## src/rtl/apb_uart.sv

```systemverilog
// apb_uart: APB slave UART, 8N1 LSB first, with a TX FIFO, a single-byte RX holding register,
// a programmable baud divider and a level interrupt.
module apb_uart #(
    parameter int          ADDR_WIDTH  = 32,
    parameter int          TX_DEPTH    = 4,
    parameter logic [15:0] DEFAULT_DIV = 16'd434
) (
    input  logic                  PCLK,
    input  logic                  PRESETn,
    input  logic                  PSEL,
    input  logic                  PENABLE,
    input  logic [ADDR_WIDTH-1:0] PADDR,
    input  logic                  PWRITE,
    input  logic [3:0]            PBE,
    input  logic [31:0]           PWDATA,
    output logic [31:0]           PRDATA,
    output logic                  PREADY,
    output logic                  uart_tx,
    input  logic                  uart_rx,
    output logic                  irq
);
    localparam int PW = $clog2(TX_DEPTH);

    typedef enum logic [1:0] {TX_IDLE, TX_START, TX_DATA, TX_STOP} tx_state_e;
    typedef enum logic [1:0] {RX_IDLE, RX_START, RX_DATA, RX_STOP} rx_state_e;

    logic [1:0]    sel;
    logic          access, wr, rd, push, pop, tx_full, tx_empty, tx_busy;
    logic [7:0]    fifo_q [TX_DEPTH];
    logic [PW-1:0] wptr_q, rptr_q;
    logic [PW:0]   cnt_q;
    logic [15:0]   div_q, div_wr;
    logic [3:0]    ctrl_q;
    logic          unused;

    tx_state_e     tx_state_q, tx_state_d;
    logic [15:0]   tx_cnt_q, tx_cnt_d, tx_div_q, tx_div_d;
    logic [7:0]    tx_sh_q, tx_sh_d;
    logic [2:0]    tx_bit_q, tx_bit_d;
    logic          tx_line_q, tx_line_d, tx_tick;

    rx_state_e     rx_state_q, rx_state_d;
    logic [15:0]   rx_cnt_q, rx_cnt_d, rx_div_q, rx_div_d;
    logic [7:0]    rx_sh_q, rx_sh_d, rx_byte_q;
    logic [2:0]    rx_bit_q, rx_bit_d;
    logic          rx_s1_q, rx_s2_q, rx_prev_q, rx_tick, rx_done, rx_ferr_set;
    logic          rx_valid_q, overrun_q, ferr_q, rd_data, rd_stat;

    assign unused   = ^{PADDR[ADDR_WIDTH-1:4], PADDR[1:0], PBE[3:2], PWDATA[31:16]};
    assign sel      = PADDR[3:2];
    assign tx_full  = cnt_q == (PW+1)'(TX_DEPTH);
    assign tx_empty = cnt_q == '0;
    assign tx_busy  = tx_state_q != TX_IDLE;
    assign PREADY   = ~(PSEL & PENABLE & PWRITE & (sel == 2'd0) & tx_full);
    assign access   = PSEL & PENABLE & PREADY;
    assign wr       = access & PWRITE;
    assign rd       = access & ~PWRITE;
    assign rd_data  = rd & (sel == 2'd0);
    assign rd_stat  = rd & (sel == 2'd1);
    assign push     = wr & (sel == 2'd0) & PBE[0];
    assign pop      = (tx_state_q == TX_IDLE) & ctrl_q[0] & ~tx_empty;
    assign div_wr   = {PBE[1] ? PWDATA[15:8] : div_q[15:8], PBE[0] ? PWDATA[7:0] : div_q[7:0]};
    assign uart_tx  = tx_line_q;
    assign irq      = (rx_valid_q & ctrl_q[2]) | (tx_empty & ~tx_busy & ctrl_q[3]);

    always_comb begin
        PRDATA = '0;
        if (PSEL)
            PRDATA = (sel == 2'd0) ? {24'b0, rx_byte_q} :
                     (sel == 2'd1) ? {26'b0, ferr_q, overrun_q, rx_valid_q, tx_busy, tx_empty, tx_full} :
                     (sel == 2'd2) ? {16'b0, div_q} : {28'b0, ctrl_q};
    end

    always_ff @(posedge PCLK) begin
        if (push) fifo_q[wptr_q] <= PWDATA[7:0];
    end

    always_ff @(posedge PCLK or negedge PRESETn) begin
        if (!PRESETn) begin
            wptr_q <= '0;
            rptr_q <= '0;
            cnt_q  <= '0;
            div_q  <= DEFAULT_DIV;
            ctrl_q <= 4'h3;
        end else begin
            if (push) wptr_q <= wptr_q + PW'(1);
            if (pop) rptr_q <= rptr_q + PW'(1);
            cnt_q <= cnt_q + {{PW{1'b0}}, push} - {{PW{1'b0}}, pop};
            if (wr && sel == 2'd2) div_q <= (div_wr < 16'd7) ? 16'd7 : div_wr;
            if (wr && sel == 2'd3 && PBE[0]) ctrl_q <= PWDATA[3:0];
        end
    end

    // The divider is re-latched at every bit boundary so BAUDDIV writes never split a bit.
    assign tx_tick = tx_cnt_q == tx_div_q;

    always_comb begin
        tx_state_d = tx_state_q;
        tx_cnt_d   = tx_cnt_q;
        tx_div_d   = tx_div_q;
        tx_sh_d    = tx_sh_q;
        tx_bit_d   = tx_bit_q;
        tx_line_d  = tx_line_q;
        if (tx_state_q != TX_IDLE) begin
            tx_cnt_d = tx_tick ? '0 : tx_cnt_q + 16'd1;
            tx_div_d = tx_tick ? div_q : tx_div_q;
        end
        case (tx_state_q)
            TX_IDLE: if (pop) begin
                tx_state_d = TX_START;
                tx_cnt_d   = '0;
                tx_div_d   = div_q;
                tx_sh_d    = fifo_q[rptr_q];
                tx_line_d  = 1'b0;
            end
            TX_START: if (tx_tick) begin
                tx_state_d = TX_DATA;
                tx_bit_d   = '0;
                tx_line_d  = tx_sh_q[0];
                tx_sh_d    = tx_sh_q >> 1;
            end
            TX_DATA: if (tx_tick) begin
                if (tx_bit_q == 3'd7) begin
                    tx_state_d = TX_STOP;
                    tx_line_d  = 1'b1;
                end else begin
                    tx_line_d = tx_sh_q[0];
                    tx_sh_d   = tx_sh_q >> 1;
                    tx_bit_d  = tx_bit_q + 3'd1;
                end
            end
            TX_STOP: if (tx_tick) tx_state_d = TX_IDLE;
        endcase
    end

    always_ff @(posedge PCLK or negedge PRESETn) begin
        if (!PRESETn) begin
            tx_state_q <= TX_IDLE;
            tx_cnt_q   <= '0;
            tx_div_q   <= DEFAULT_DIV;
            tx_sh_q    <= '0;
            tx_bit_q   <= '0;
            tx_line_q  <= 1'b1;
        end else begin
            tx_state_q <= tx_state_d;
            tx_cnt_q   <= tx_cnt_d;
            tx_div_q   <= tx_div_d;
            tx_sh_q    <= tx_sh_d;
            tx_bit_q   <= tx_bit_d;
            tx_line_q  <= tx_line_d;
        end
    end

    assign rx_tick = rx_cnt_q == rx_div_q;

    always_comb begin
        rx_state_d  = rx_state_q;
        rx_cnt_d    = rx_cnt_q + 16'd1;
        rx_div_d    = rx_div_q;
        rx_sh_d     = rx_sh_q;
        rx_bit_d    = rx_bit_q;
        rx_done     = 1'b0;
        rx_ferr_set = 1'b0;
        case (rx_state_q)
            RX_IDLE: begin
                rx_cnt_d = '0;
                if (ctrl_q[1] && rx_prev_q && !rx_s2_q) begin
                    rx_state_d = RX_START;
                    rx_div_d   = div_q;
                end
            end
            RX_START: if (rx_cnt_q == (rx_div_q >> 1)) begin
                rx_state_d = rx_s2_q ? RX_IDLE : RX_DATA;
                rx_cnt_d   = '0;
                rx_bit_d   = '0;
                rx_div_d   = div_q;
            end
            RX_DATA: if (rx_tick) begin
                rx_sh_d    = {rx_s2_q, rx_sh_q[7:1]};
                rx_cnt_d   = '0;
                rx_div_d   = div_q;
                rx_bit_d   = rx_bit_q + 3'd1;
                rx_state_d = (rx_bit_q == 3'd7) ? RX_STOP : RX_DATA;
            end
            RX_STOP: if (rx_tick) begin
                rx_state_d  = RX_IDLE;
                rx_done     = rx_s2_q;
                rx_ferr_set = ~rx_s2_q;
            end
        endcase
    end

    always_ff @(posedge PCLK or negedge PRESETn) begin
        if (!PRESETn) begin
            rx_s1_q    <= 1'b1;
            rx_s2_q    <= 1'b1;
            rx_prev_q  <= 1'b1;
            rx_state_q <= RX_IDLE;
            rx_cnt_q   <= '0;
            rx_div_q   <= DEFAULT_DIV;
            rx_sh_q    <= '0;
            rx_bit_q   <= '0;
            rx_byte_q  <= '0;
            rx_valid_q <= 1'b0;
            overrun_q  <= 1'b0;
            ferr_q     <= 1'b0;
        end else begin
            rx_s1_q    <= uart_rx;
            rx_s2_q    <= rx_s1_q;
            rx_prev_q  <= rx_s2_q;
            rx_state_q <= rx_state_d;
            rx_cnt_q   <= rx_cnt_d;
            rx_div_q   <= rx_div_d;
            rx_sh_q    <= rx_sh_d;
            rx_bit_q   <= rx_bit_d;
            // A DATA read on the completion edge frees the holder, so the new byte is not an overrun.
            if (rx_done && (!rx_valid_q || rd_data)) rx_byte_q <= rx_sh_q;
            rx_valid_q <= rx_done | (rx_valid_q & ~rd_data);
            overrun_q  <= (overrun_q & ~rd_stat) | (rx_done & rx_valid_q & ~rd_data);
            ferr_q     <= (ferr_q & ~rd_stat) | rx_ferr_set;
        end
    end
endmodule

```

## config.mk

```make
export PLATFORM = sky130hd
export DESIGN_NAME = apb_uart
export DESIGN_NICKNAME = d
export VERILOG_FILES = /design/src/rtl/apb_uart.sv
export SDC_FILE = /design/constraint.sdc
export NUM_CORES = 1
export LEC_CHECK = 0
export CORE_ASPECT_RATIO = 0.5
export CORE_MARGIN = 3
export CORE_UTILIZATION = 50
export CTS_CLUSTER_SIZE = 12
export DETAILED_ROUTE_END_ITERATION = 7
export GPL_TIMING_DRIVEN = 0
export PLACE_DENSITY = 0.73
export SYNTH_ARGS = -nofsm -noshare
export SYNTH_HDL_FRONTEND = slang
export SYNTH_SLANG_ARGS = --single-unit
```

## constraint.sdc

```tcl
create_clock -name PCLK -period 5.9 [get_ports PCLK]
set_clock_uncertainty 0.05 [all_clocks]
set_input_delay 0.59 -clock PCLK [delete_from_list [all_inputs] [get_ports PCLK]]
set_output_delay 0.59 -clock PCLK [all_outputs]
set_load 0.05 [all_outputs]
```

==> impl_metrics.ini <==
[outcome]
outcome = complete, no violations

[floorplan]
start_util = 0.523
design.die.area_um2 = 19300
core_um2 = 16800
die_x_um = 194
io_pins = 109
rows = 33
fp.dieH_um = 99.8

[yosys]
ys.flop_type = dfrtp_1
synth_area_leader_cell = dfrtp_1
synth-async-reset-ratio = 0.805
netlist_area_um2 = 8790
yosys-top-cells-area = dfrtp_1, edfxtp_1, dfstp_2
synth_area_per_cell_um2 = 11.6
synth_seq_cells = 164
ys_seq_area_frac = 0.488
yosys.area.top_type_share = 0.316
postSynthCellCount = 760
ys_warn_count = 0
synth_cell_types = 61
synth_edf_count = 32

[clock_network]
cts_tree = built
cts_buffer_depth = 2
clk_latency_ps = 440
holdBufCountCts = 0
root_buffer = clkbuf_16
clkSlewWorstSetupHoldPaths_ps = 70
numCtsBuffers = 17
htreeDepth = 4
cts_setup_buffers = 0
cts_sinks = 164
cts.repair.resized = 0

[placement]
gp_congestion = 0.859
hpwl_um = 13700
dp.cells = 1046
dpl_cell_area_um2 = 9590
post-place-ws_ps = 2140
portBuffers = 43

[finish]
final_core_util = 0.606
drive_above_1_share = 0.190
fillers = 1330
syn2layout_area_growth_pct = 15.8
final_area_um2 = 10200
fin_nets = 931
stdcell_count = 1079
diodes = 0

[sta]
slew_headroom = 0.396
rsz0062_at_grt = no
hold_viol = 0
setup_ws_ps = 2220
period_needed_ps = 3680
max_clock_freq_mhz = 272
slew_viol_final = 0
setup_violations = 0
tightest_slew_ps = 899
fin_crit_sh = 0.624

[global_route]
grt.total_usage = 0.216
grt_pass1_wl_um = 33000
grt_max_degree = 76
grt_overflow_total = 0
first_global_vias = 6125
grt_antenna_before_repair = 0

[drt]
drt_wl_total_um = 19900
vias_per_cell = 5.72
drc_errors = 0
final_antenna_net_count = 0
wl_per_cell_um = 18.5
drt_iter0_drc = 405
first_pass_iters = 5
vias = 6174

[min_path]
hold_path_class = in2async

[worst_setup_path]
crit_fanout = 10
worstSetupEndpointType = primary output
worstSetupStartpointType = primary input
cp_data_arrival_time_ps = 3040
cp.required_ps = 5260
setup.worst_path.class = in2out

[pwr]
leakage_nw = 4.39
vdd_drop_max_mv = 0.268
power_density_nw_per_um2 = 414

[flow_run]
cap_violations = 0
[state kept, by name (all words and copies together), names as in the netlist, named ones only]
signal,cells
rx_byte_q,8
rx_state_q,1
rx_bit_q,3
overrun_q,1
wptr_q,2
rx_prev_q,1
cnt_q,3
uart_tx,1
rx_valid_q,1
div_q,16
tx_state_q,2
tx_div_q,16
tx_bit_q,3
rx_sh_q,8
tx_sh_q,8
fifo_q,32
rptr_q,2
rx_div_q,16
rx_s2_q,1
ctrl_q,4
rx_cnt_q,16
ferr_q,1
tx_cnt_q,16
rx_s1_q,1
[worst paths after layout]
path / startpoint / to / slack [ps] / depth (start not counted)
max in group asynchronous: PRESETn / rx_prev_q / 4920 / 2
max: PADDR[2] / PRDATA[0] / 2220 / 5
max reg2reg: tx_cnt_q[7] / tx_cnt_q[5] / 3240 / 7
min in group PCLK: rx_s1_q / rx_s2_q / 310 / 0
min reg2reg: rx_s1_q / rx_s2_q / 310 / 0
min: PRESETn / tx_sh_q[7] / 70 / 1
[metrics by stage]
stage	power (mW)	TNS (ps)	hold slack [ps]
3_5_place_dp	3.13	0	298
6_report	4.22	0	66.3
5_1_grt	4.49	0	94.9
3_3_place_gp	3.06	-120250	297
4_1_cts	4.24	0	80.0
2_1_floorplan	2.75	0	244
[Yosys cell counts (all sizes together), types with 17 or more instances]
cell,n
nor2b,20
clkbuf,27
xnor2,23
a41oi,17
nand2,47
dfstp,21
inv,22
xor2,57
buf,31
mux2,66
nand3,43
or4b,17
dfrtp,111
ha,17
nor2,48
edfxtp,32
nor4,17
[worst max-delay path: stages]
cell	delay, ps
clkdlybuf4s50_1	510
clkbuf_1	480
mux4_2	590
and2_1	170
clkdlybuf4s50_1	690
[layer usage]
layer  vias up  routed length (um)  track usage
li1       2885                   -            -
met1      3099                9140        0.298
met3        32                1000       0.0453
met2       158                9300        0.344
met4         0                 493       0.0755
met5         -                   0            0
[power breakdown]
part           internal, mW  leakage (nW)  switching [mW]
clock                 0.570         0.288           0.533
combinational         0.667          2.17           0.725
sequential             1.43          1.93           0.293
total                  2.67          4.39            1.55
[cell type report]
cell class | instances | area [um2] | share of cell area
Multi-Input combinational cell | 531 | 4170 | 0.409
Clock buffer | 18 | 429 | 0.0421
Inverter | 22 | 82.6 | 0.00811
Tap cell | 227 | 284 | 0.0279
Clock inverter | 14 | 158 | 0.0155
Buffer | 58 | 308 | 0.0302
Timing Repair Buffer | 45 | 464 | 0.0456
Sequential cell | 164 | 4290 | 0.421
[kinds of logic after synthesis]
logic type | Yosys count | synth area share
AO/OA/AOI/OAI | 75 | 0.0652
XOR/XNOR | 80 | 0.0797
adder cells (fa/ha/maj) | 18 | 0.0265
buffers and inverters | 80 | 0.0444
flip-flops | 164 | 0.488
multiplexers | 85 | 0.129
other | 1 | 0.000427
AND/OR/NAND/NOR | 257 | 0.167
[cells in the final DEF (no fill, tap or decap), types with 12 or more instances in the layout]
master           instances
clkbuf_1                28
nand3_1                 43
and3_1                  14
buf_4                   16
edfxtp_1                32
o21ai_0                 13
xor2_1                  57
xnor2_1                 23
mux2_2                  37
dfstp_2                 21
ha_1                    17
nor2_1                  48
inv_1                   22
buf_2                   13
dfrtp_1                111
nor3_1                  14
or4b_1                  17
clkbuf_16               17
a41oi_1                 17
mux2_1                  16
a221oi_1                16
conb_1                  16
mux2_4                  13
clkdlybuf4s50_1         42
nand2_1                 47
nor2b_1                 20
mux4_2                  12
Note: power is estimated with default switching activity, not from simulation.
